## config.mk

```make
export PLATFORM = sky130hd
export DESIGN_NAME = t1_block_scheduler
export DESIGN_NICKNAME = d
export VERILOG_FILES = /design/src/rtl/t1_block_scheduler.sv
export SDC_FILE = /design/constraint.sdc
export NUM_CORES = 1
export LEC_CHECK = 0
export ABC_AREA = 1
export CAP_MARGIN = 20
export CORE_MARGIN = 2
export CORE_UTILIZATION = 31
export DETAILED_ROUTE_END_ITERATION = 8
export GPL_ROUTABILITY_DRIVEN = 0
export SYNTH_ARGS = -nofsm -noshare
export SYNTH_HDL_FRONTEND = slang
export SYNTH_SLANG_ARGS = --single-unit
```

## constraint.sdc

```tcl
create_clock -name clk_i -period 3.85 [get_ports clk_i]
set_input_delay 0.5775 -clock clk_i [delete_from_list [all_inputs] [get_ports clk_i]]
set_output_delay 0.5775 -clock clk_i [all_outputs]
set_load 0.02 [all_outputs]
```

## src/rtl/t1_block_scheduler.sv

```systemverilog
// T1 block scheduler: stamps each T1 with its starting block, queues it in a small
// event FIFO and issues the event one block at a time over a req/ack handshake.
module t1_block_scheduler #(
  parameter int FIFO_DEPTH = 4,
  parameter int LEN_BITS   = 4
) (
  input  logic                clk_i,
  input  logic                rst_i,
  input  logic [8:0]          block_counter_i,
  input  logic                T1_i,
  input  logic [8:0]          T1_offset_i,
  input  logic [LEN_BITS-1:0] T1_length_i,
  input  logic                enable_i,
  input  logic                blk_ack_i,
  output logic                T1_mask_o,
  output logic                blk_req_o,
  output logic [8:0]          blk_addr_o,
  output logic                blk_last_o,
  output logic                evt_drop_o,
  output logic [15:0]         evt_count_o
);

  localparam int PTR_W = $clog2(FIFO_DEPTH);

  typedef enum logic {IDLE, REQ} state_t;

  logic [8:0]          start_mem [FIFO_DEPTH];
  logic [LEN_BITS-1:0] len_mem   [FIFO_DEPTH];

  state_t              state_q, state_d;
  logic [PTR_W-1:0]    wr_ptr_q, wr_ptr_d;
  logic [PTR_W-1:0]    rd_ptr_q, rd_ptr_d;
  logic [PTR_W:0]      count_q, count_d;
  logic [8:0]          addr_q, addr_d;
  logic [LEN_BITS-1:0] rem_q, rem_d;
  logic                mask_q, mask_d;
  logic                drop_q, drop_d;
  logic [15:0]         evt_count_q, evt_count_d;

  logic                full, empty, push, pop;
  logic [8:0]          stamp_start;
  logic [LEN_BITS-1:0] stamp_len;

  assign stamp_start = block_counter_i - T1_offset_i;
  assign stamp_len   = (T1_length_i == '0) ? LEN_BITS'(1) : T1_length_i;

  assign full  = (count_q == (PTR_W+1)'(FIFO_DEPTH));
  assign empty = (count_q == '0);
  assign pop   = (state_q == IDLE) && !empty && enable_i;
  // A pop in the same cycle frees the slot, so a full FIFO can still accept.
  assign push  = T1_i && (!full || pop);

  always_comb begin
    state_d     = state_q;
    wr_ptr_d    = wr_ptr_q;
    rd_ptr_d    = rd_ptr_q;
    count_d     = count_q;
    addr_d      = addr_q;
    rem_d       = rem_q;
    evt_count_d = evt_count_q;

    if (push) begin
      wr_ptr_d    = wr_ptr_q + PTR_W'(1);
      evt_count_d = evt_count_q + 16'd1;
    end
    if (pop) begin
      rd_ptr_d = rd_ptr_q + PTR_W'(1);
    end
    case ({push, pop})
      2'b10:   count_d = count_q + (PTR_W+1)'(1);
      2'b01:   count_d = count_q - (PTR_W+1)'(1);
      default: count_d = count_q;
    endcase

    mask_d = (count_d == (PTR_W+1)'(FIFO_DEPTH));
    drop_d = T1_i && !push;

    case (state_q)
      IDLE: begin
        if (pop) begin
          addr_d  = start_mem[rd_ptr_q];
          rem_d   = len_mem[rd_ptr_q];
          state_d = REQ;
        end
      end
      REQ: begin
        if (blk_ack_i) begin
          if (rem_q > LEN_BITS'(1)) begin
            addr_d = addr_q + 9'd1;
            rem_d  = rem_q - LEN_BITS'(1);
          end else begin
            state_d = IDLE;
          end
        end
      end
      default: state_d = IDLE;
    endcase
  end

  always_ff @(posedge clk_i) begin
    if (rst_i) begin
      state_q     <= IDLE;
      wr_ptr_q    <= '0;
      rd_ptr_q    <= '0;
      count_q     <= '0;
      addr_q      <= '0;
      mask_q      <= 1'b0;
      drop_q      <= 1'b0;
      evt_count_q <= '0;
    end else begin
      state_q     <= state_d;
      wr_ptr_q    <= wr_ptr_d;
      rd_ptr_q    <= rd_ptr_d;
      count_q     <= count_d;
      addr_q      <= addr_d;
      mask_q      <= mask_d;
      drop_q      <= drop_d;
      evt_count_q <= evt_count_d;
    end
  end

  // Payload storage is qualified by the pointers/state, so it carries no reset.
  always_ff @(posedge clk_i) begin
    rem_q <= rem_d;
    if (push) begin
      start_mem[wr_ptr_q] <= stamp_start;
      len_mem[wr_ptr_q]   <= stamp_len;
    end
  end

  assign blk_req_o   = (state_q == REQ);
  assign blk_last_o  = blk_req_o && (rem_q == LEN_BITS'(1));
  assign blk_addr_o  = addr_q;
  assign T1_mask_o   = mask_q;
  assign evt_drop_o  = drop_q;
  assign evt_count_o = evt_count_q;

endmodule

```

# Word level (Yosys, flattened, before mapping)

Memory sizes are Yosys's and may differ from the RTL's. A register that Yosys moved wholly into a read port is not among the register bits.
Cells that the tools add are included.

Flip-flop bits (word level): 39
Memory bits (writable): 52
Input bits: 27
Output and inout bits: 29
Logic and storage cells: 61
Memories kept: 2

Add/subtract/negate cells: 8
Order comparisons: 1
Eq/ne operators: 8
Muxes and demuxes: 20
Bitwise operators: 1
Reductions and logical operators: 12

Memory list:

| memory    | words | bits a word | read ports | clocked after memory_dff | write ports | RTL line | text |
|---|---|---|---|---|---|---|---|
| start_mem | 4     | 9           | 1          | 1                        | 1           | 27       | `logic [8:0] start_mem [FIFO_DEPTH];` |
| len_mem   | 4     | 4           | 1          | 1                        | 1           | 28       | `logic [LEN_BITS-1:0] len_mem [FIFO_DEPTH];` |

Operators by type and width:

| operator                                            | number |
|---|---|
| two-way mux 9 bit                                   | 3 |
| one-hot mux 9 bit (2 select lines)                  | 1 |
| adder 16 x 1 -> 16 bit (second input constant)      | 1 |
| two-way mux 4 bit                                   | 4 |
| adder 9 x 1 -> 9 bit (second input constant)        | 1 |
| subtractor 9 bit                                    | 1 |
| two-way mux 2 bit                                   | 4 |
| one-hot mux 4 bit (2 select lines)                  | 1 |
| == test 3 bit (second input constant)               | 2 |
| one-hot mux 3 bit (2 select lines)                  | 1 |
| logical AND 1 bit                                   | 5 |
| two-way mux 1 bit                                   | 5 |
| adder 2 x 1 -> 2 bit (second input constant)        | 2 |
| == test 4 x 1 -> 1 bit (second input constant)      | 1 |
| > comparator 4 x 1 -> 1 bit (second input constant) | 1 |
| zero test 4 bit                                     | 1 |
| inequality test 2 bit (second input constant)       | 2 |
| subtractor 4 x 1 -> 4 bit (second input constant)   | 1 |
| adder 3 x 1 -> 3 bit (second input constant)        | 1 |
| zero test 1 bit                                     | 3 |
| zero test 3 bit                                     | 1 |
| AND reduction 3 bit                                 | 1 |
| subtractor 3 x 1 -> 3 bit (second input constant)   | 1 |
| == test 2 x 1 -> 1 bit (second input constant)      | 1 |
| 5 further kinds                                     | 5 |

# Depth between registers and ports, before layout

Gate-level depths: netlist of run 1.

Word-level depth: 9
Depth in mapped cells: 13
Mapped depth without buffers: 12

# Least setup slack after synthesis of run 1

Ideal clock, no wire load.

Kind: input -> register
Start point: input block_counter_i[0]
End point: memory start_mem[0][8] (data pin)
Library setup time: 0.180 ns
Arrival time: 1.900 ns
Required time: 3.670 ns
Slack: 1.769 ns
Stages: 7
Buffers on the path: 0
Cells stage by stage: inv_1 > ha_1 > fa_1 > o21ai_0 > nand4_1 > nand2_1 > xor2_1

Cells in the longest elaborated chain, start to end: 1

RTL lines:

| what               | RTL line | text |
|---|---|---|
| from (decl)        | 9        | `input logic [8:0] block_counter_i,` |
| subtractor 9 bit   | 44       | `assign stamp_start = block_counter_i - T1_offset_i;` |
| via stamp_start[8] | 41       | `logic [8:0] stamp_start;` |
| to (decl)          | 27       |  |

The timed path passes the listed nets, and every way through them passes these cells.

# Final worst setup path of run 1

Start point: register state_q (netlist: blk_req_o)
End point: output blk_last_o

Cells in the longest elaborated chain, start to end: 1

RTL lines:

| what                   | RTL line | text |
|---|---|---|
| from (decl)            | 30       | `state_t state_q, state_d;` |
| from (signal assigned) | 111      | `state_q <= state_d;` |
| logical AND 1 bit      | 132      | `assign blk_last_o = blk_req_o && (rem_q == LEN_BITS'(1));` |
| to (decl)              | 18       | `output logic blk_last_o,` |

No other way between the ends.

==> reports/qor.txt, run 1 <==
Setup repair bufs after CTS: 0
Area grow syn2layout: 21.4%
Fmax: 0.392 GHz
DRC: 0
Drt total wl: 9860 um
Hold Crit Start: rd_ptr_q[0]
Final Setup Violations: 0
I/O Pins: 56
Critical R2R Capture: T1_mask_o
Slew headroom: 57.8%
Post_cts resized: 0
CTS Hold Bufs: 0
Top Family by Delay on Critical Path: buffers and inverters
Leakage power: 2.18 nW
Max IR drop VDD: 231 uV
CP startpoint kind: flop
Total CTS buffers: 9
Register area share after synthesis: 52.1%
Synth unique cells: 34
Setup Skew: 0.00949 ns
Synth top area share: 36.2%
Setup TNS: 0 ns
Syn_area_per_cell: 8.65 um2
CTS tree: built
DRT iter0 DRCs: 316
Gr usage total: 12.7%
Antenna Nets Post-Route: 0
Core Box Area: 14,600 um2
Fin. max-slew vios: 0
Worst Hold End: rd_ptr_q[0]
Hold path cells: 1
Largest cells by area after synthesis: edfxtp_1 36%, dfxtp_1 16%, nand2_1 9.8%, nor2_1 5.3%, o21ai_0 4.7%
Period utilization: 66.3%
CP required: 3.27 ns
Crit path arrival time: 1.97 ns
Largest net degree at the start of global routing: 28
Final Hold Slack: 0.484 ns
Total grt overflow: 0
Row cnt: 44
Clock buffer depth: 2
Via density: 4.65
Vias in the first global route: 3,495
Wire length per cell: 12.7 um
Reg2Reg Depth: 12
CTS Root Cell: clkbuf_16
CP Class: flop to output port
Power Density: 535 nW/um2
Die height: 126 um
Antenna cells: 0
R2R setup slack: 1.68 ns
Post-synth top area cell: edfxtp_1
Slowest CP cell: dfxtp_1
Post-DP HPWL: 6930 um
YS warnings: 0
Crit-path max FO: 23
RSZ-0062 raised after global routing: false
DIE AREA: 16,000 um2
Flop and latch count out of synthesis: 93
CTS clk-pin slew, worst paths: 0.07 ns
Initial antenna violation count: 0
Synth Instances: 537
Vias: 3,613
Worst Max-Slew Pin Slew: 0.631 ns
Initial Util: 31.8%
Worst Hold Class: flop to flop
H-tree levels: 3
CP Buf/Inv Count: 2
Min Tclk post-route: 2.55 ns
Pre-antenna DRT Iters: 5
Worst-skew pair later-pin latency: 0.34 ns
Post-synthesis cell area: 4650 um2
Die W: 126 um
Status: finished clean
Max-cap viol count: 0
Worst r2r src: blk_req_o
Critical Path, Cell by Cell: inv_6, nor2_1, clkdlybuf4s50_1
CP Capture Type: output port
Clock tree sinks: 93
Fraction of layout cells with a size suffix above 1: 6.07%
Worst path max stage delay: 0.68 ns
Mapped Nets: 582
Fin. Hold Viols: 0
# port buffers: 55
Final Net Count: 633
First-pass GRT wire length: 16,500 um
## synthesized netlist by cell type, drive strengths merged
cell    count
nand2     126
nor2       66
inv        59
edfxtp     56
o21ai      49
dfxtp      37
nand3      36
a21oi      32
ha         16
buf        12
clkbuf      8
xor2        8
xnor2       6
nor3        5
o22ai       5
a31oi       4
nand4       3
o21bai      3
fa          2
a21o        1
and2        1
mux2i       1
or2         1
## power by group
group	switching (W)	internal, W
clock	0.000391	0.000454
combinational	0.000519	0.000316
sequential	0.000118	0.00122
## layer usage
| metal | up-vias | wire [um] | share of wire, % | GRT usage [%] |
|---|---|---|---|---|
| met2 | 76 | 4670 | 47 | 20.9 |
| met5 | - | 0 | 0 | 0 |
| met4 | 0 | 136 | 1.4 | 4.33 |
| li1 | 1872 | - | - | - |
| met3 | 8 | 444 | 4.5 | 2.53 |
| met1 | 1657 | 4610 | 47 | 16.7 |
## flip-flops by register name, summed over array words and instances (netlist names), named ones only
name and cells:
count_q 3, start_mem 36, wr_ptr_q 2, rd_ptr_q 2
evt_drop_o 1, evt_count_o 16, len_mem 16, rem_q 4
blk_req_o 1, blk_addr_o 9, T1_mask_o 1
## per-stage QoR
step | cells | area, um2 | util [%] | power [W] | setup WS (ns)
after floorplan | 537 | 4650 | - | 0.00192 | 1.77
after global placement | 761 | 5350 | 36.7 | 0.00217 | 1.14
after detailed placement | 761 | 5350 | 36.7 | 0.00219 | 1.07
after CTS | 777 | 5640 | 38.6 | 0.00304 | 1.27
after global routing | 777 | 5640 | 38.6 | 0.00321 | 1.16
final | 777 | 5640 | 38.6 | 0.00301 | 1.30
## area by class of cell
type | count | area [um2]
fill | 1417 | 8950
sequential | 93 | 2420
multi-input combinational | 365 | 1880
timing repair buffer | 60 | 588
tap | 184 | 230
inverter | 59 | 226
clock buffer | 9 | 225
clock inverter | 7 | 62.6
## logic make-up (layout without fill, tap and decap cells)
family                     Yosys count  after routing  share of synthesized area (%)
AOI/OAI and AO/OA                   94             94                           11.1
xor gates and xnor gates            14             14                           2.64
adders and majority gates           18             18                           5.17
DFF                                 93             93                           52.1
muxes                                1              1                          0.215
and+or+nand+nor                    238            238                           21.4
buffers and inverters               79            135                           7.33
## worst max-delay path by stage
stage               slack, ns               to  cells past startpoint               start
finish                   1.30       blk_last_o                      3           blk_req_o
global route             1.16       blk_last_o                      3           blk_req_o
CTS                      1.27       blk_last_o                      3           blk_req_o
detailed placement       1.07  start_mem[3][8]                      8  block_counter_i[0]
global placement         1.14  start_mem[2][8]                      8  block_counter_i[0]
floorplan                1.77  start_mem[0][8]                      7  block_counter_i[0]
## worst reg2reg max path: stages, from the launching register on
cell and delay [ns]:
dfxtp_1 0.49, inv_6 0.26, nand2_4 0.10, a21oi_4 0.23, nand2_4 0.09, fa_1 0.38, inv_1 0.08, nand3_1 0.07
nand2_1 0.08, nand2_1 0.05, nand2_1 0.05, nand3_1 0.08, nor2_1 0.13
## layout by cell type, fill, tap and decap left out, drive strengths merged, types with 6 or more instances in the layout
master / synthesis / routed
a21oi: 32 / 32
clkbuf: 8 / 9
clkdlybuf4s50: 0 / 55
dfxtp: 37 / 37
edfxtp: 56 / 56
ha: 16 / 16
inv: 59 / 64
nand2: 126 / 126
nand3: 36 / 36
nor2: 66 / 66
o21ai: 49 / 49
xnor2: 6 / 6
xor2: 8 / 8
Note: power is estimated with default switching activity, not from simulation.
==> run 2, diff against run 1 <==
clock period = 2.22 ns   (was 3.85 ns; I/O delays follow)
==> run 2 against run 1 <==
Against the previous run: combinational power is 80% higher; largest power group unchanged; critical endpoint unchanged; via count is 0.86% higher; utilization is 0.45 points higher; setup slack worse by 1.1 ns; design area is 1.2% higher; total power is 72% higher.
==> reports/qor.txt, run 2 (synthesis gave the netlist of run 1 again) <==
Status: finished clean
CTS Hold Bufs: 0
Most common library cell in the layout ignoring fill and taps: nand2_1
Vias: 3,644
Clock tree sinks: 93
CTS tree: built
First-pass GRT wire length: 15,900 um
CTS clk-pin slew, worst paths: 0.06 ns
Largest net degree at the start of global routing: 27
Fmax: 0.483 GHz
Setup Skew: 0.00992 ns
Slew headroom: 60.1%
I/O Pins: 56
Antenna cells: 0
Most frequent cells in the layout: 121 x nand2_1, 65 x nor2_1, 56 x edfxtp_1
Final Setup Violations: 0
Multi-input logic area: 1880 um2
Vias in the first global route: 3,336
CP Capture Type: output port
H-tree levels: 3
Fin. max-slew vios: 0
Die W: 126 um
Worst Hold Class: flop to flop
Fraction of layout cells with a size suffix above 1: 7.31%
Post-DP HPWL: 6960 um
Period utilization: 93.2%
Pre-antenna DRT Iters: 5
Top Usage Layer GRT: met2
Worst-skew pair later-pin latency: 0.34 ns
Met1 Use GR: 16.8%
Total grt overflow: 0
Drt total wl: 9710 um
Fin. Hold Viols: 0
Via density: 4.64
Min Tclk post-route: 2.07 ns
# port buffers: 55
Initial antenna violation count: 0
Clock buffer depth: 2
Die height: 126 um
Post_cts resized: 0
Met3 Resource Use GR: 2.40%
Worst Max-Slew Pin Slew: 0.598 ns
Register name with the most flops: start_mem
Gr usage total: 12.4%
Final Hold Slack: 0.475 ns
Initial Util: 31.8%
CP required: 1.89 ns
DIE AREA: 16,000 um2
Core Box Area: 14,600 um2
Wire length per cell: 12.4 um
DRT iter0 DRCs: 311
CTS Root Cell: clkbuf_16
Power Density: 911 nW/um2
Layout fillers: 1,415
DRC: 0
Leakage power: 2.21 nW
Total CTS buffers: 9
Area grow syn2layout: 22.8%
RSZ-0062 raised after global routing: false
Setup TNS: 0 ns
Crit-path max FO: 2
Max IR drop VDD: 348 uV
CP Class: flop to output port
CP startpoint kind: flop
Register area: 2420 um2
Setup repair bufs after CTS: 0
Largest register FFs: 36
Final Net Count: 642
Row cnt: 44
Antenna Nets Post-Route: 0
GRT met2 Usage: 19.5%
Crit path arrival time: 1.74 ns
Max-cap viol count: 0
[run 2: changes by cell type in the layout (fill, tap and decap cells not counted)]
cell | before | now
buf_12 | 0 | 1
buf_4 | 5 | 13
clkbuf_1 | 0 | 1
clkinv_4 | 1 | 0
clkinvlp_4 | 0 | 3
inv_6 | 4 | 3
inv_8 | 2 | 0
[run 2: where the power goes]
group,internal (W),switching (W)
clock network,0.000764,0.000648
logic,0.000579,0.000920
registers,0.00211,0.000176
[run 2: cell type report]
cell class,count,area share [%]
clock buffers,10,4.01
clock inverters,6,0.790
inverters,59,3.97
multi-input cells,365,33.0
flip-flops and latches,93,42.5
well taps,184,4.04
repair buffers,69,11.7
[run 2: per-stage QoR]
stage | setup WS (ns) | cells | utilization (%) | total power (W) | instance area (um2)
after global placement | -0.120 | 770 | 37.2 | 0.00380 | 5430
final | 0.152 | 786 | 39.1 | 0.00520 | 5700
after CTS | 0.122 | 786 | 39.1 | 0.00524 | 5700
after floorplan | 0.273 | 537 | - | 0.00333 | 4650
after global routing | 0.0212 | 786 | 39.1 | 0.00552 | 5700
after detailed placement | -0.162 | 770 | 37.2 | 0.00383 | 5430
[run 2: worst max-delay path, cell delays in order (launching register included)]
cell	delay, ns
edfxtp_1	0.39
inv_1	0.09
ha_1	0.15
nand2_1	0.06
nor2_1	0.09
clkdlybuf4s50_1	0.61
[run 2: layer usage]
metal	wire, um	part of all wire (%)	vias to the layer above
li1	-	-	1894
met2	4450	46	87
met1	4660	48	1656
met5	0	0	-
met4	136	1.4	0
met3	473	4.9	7
[run 2: final timing paths]
path	slack, ns	start	end	depth (start not counted)
max reg2reg	0.34	rem_q[0]	blk_addr_o[6]	8
max	0.15	rem_q[1]	blk_last_o	5
min reg2reg	0.47	rd_ptr_q[1]	flop	2
min	0.47	rd_ptr_q[1]	flop	2
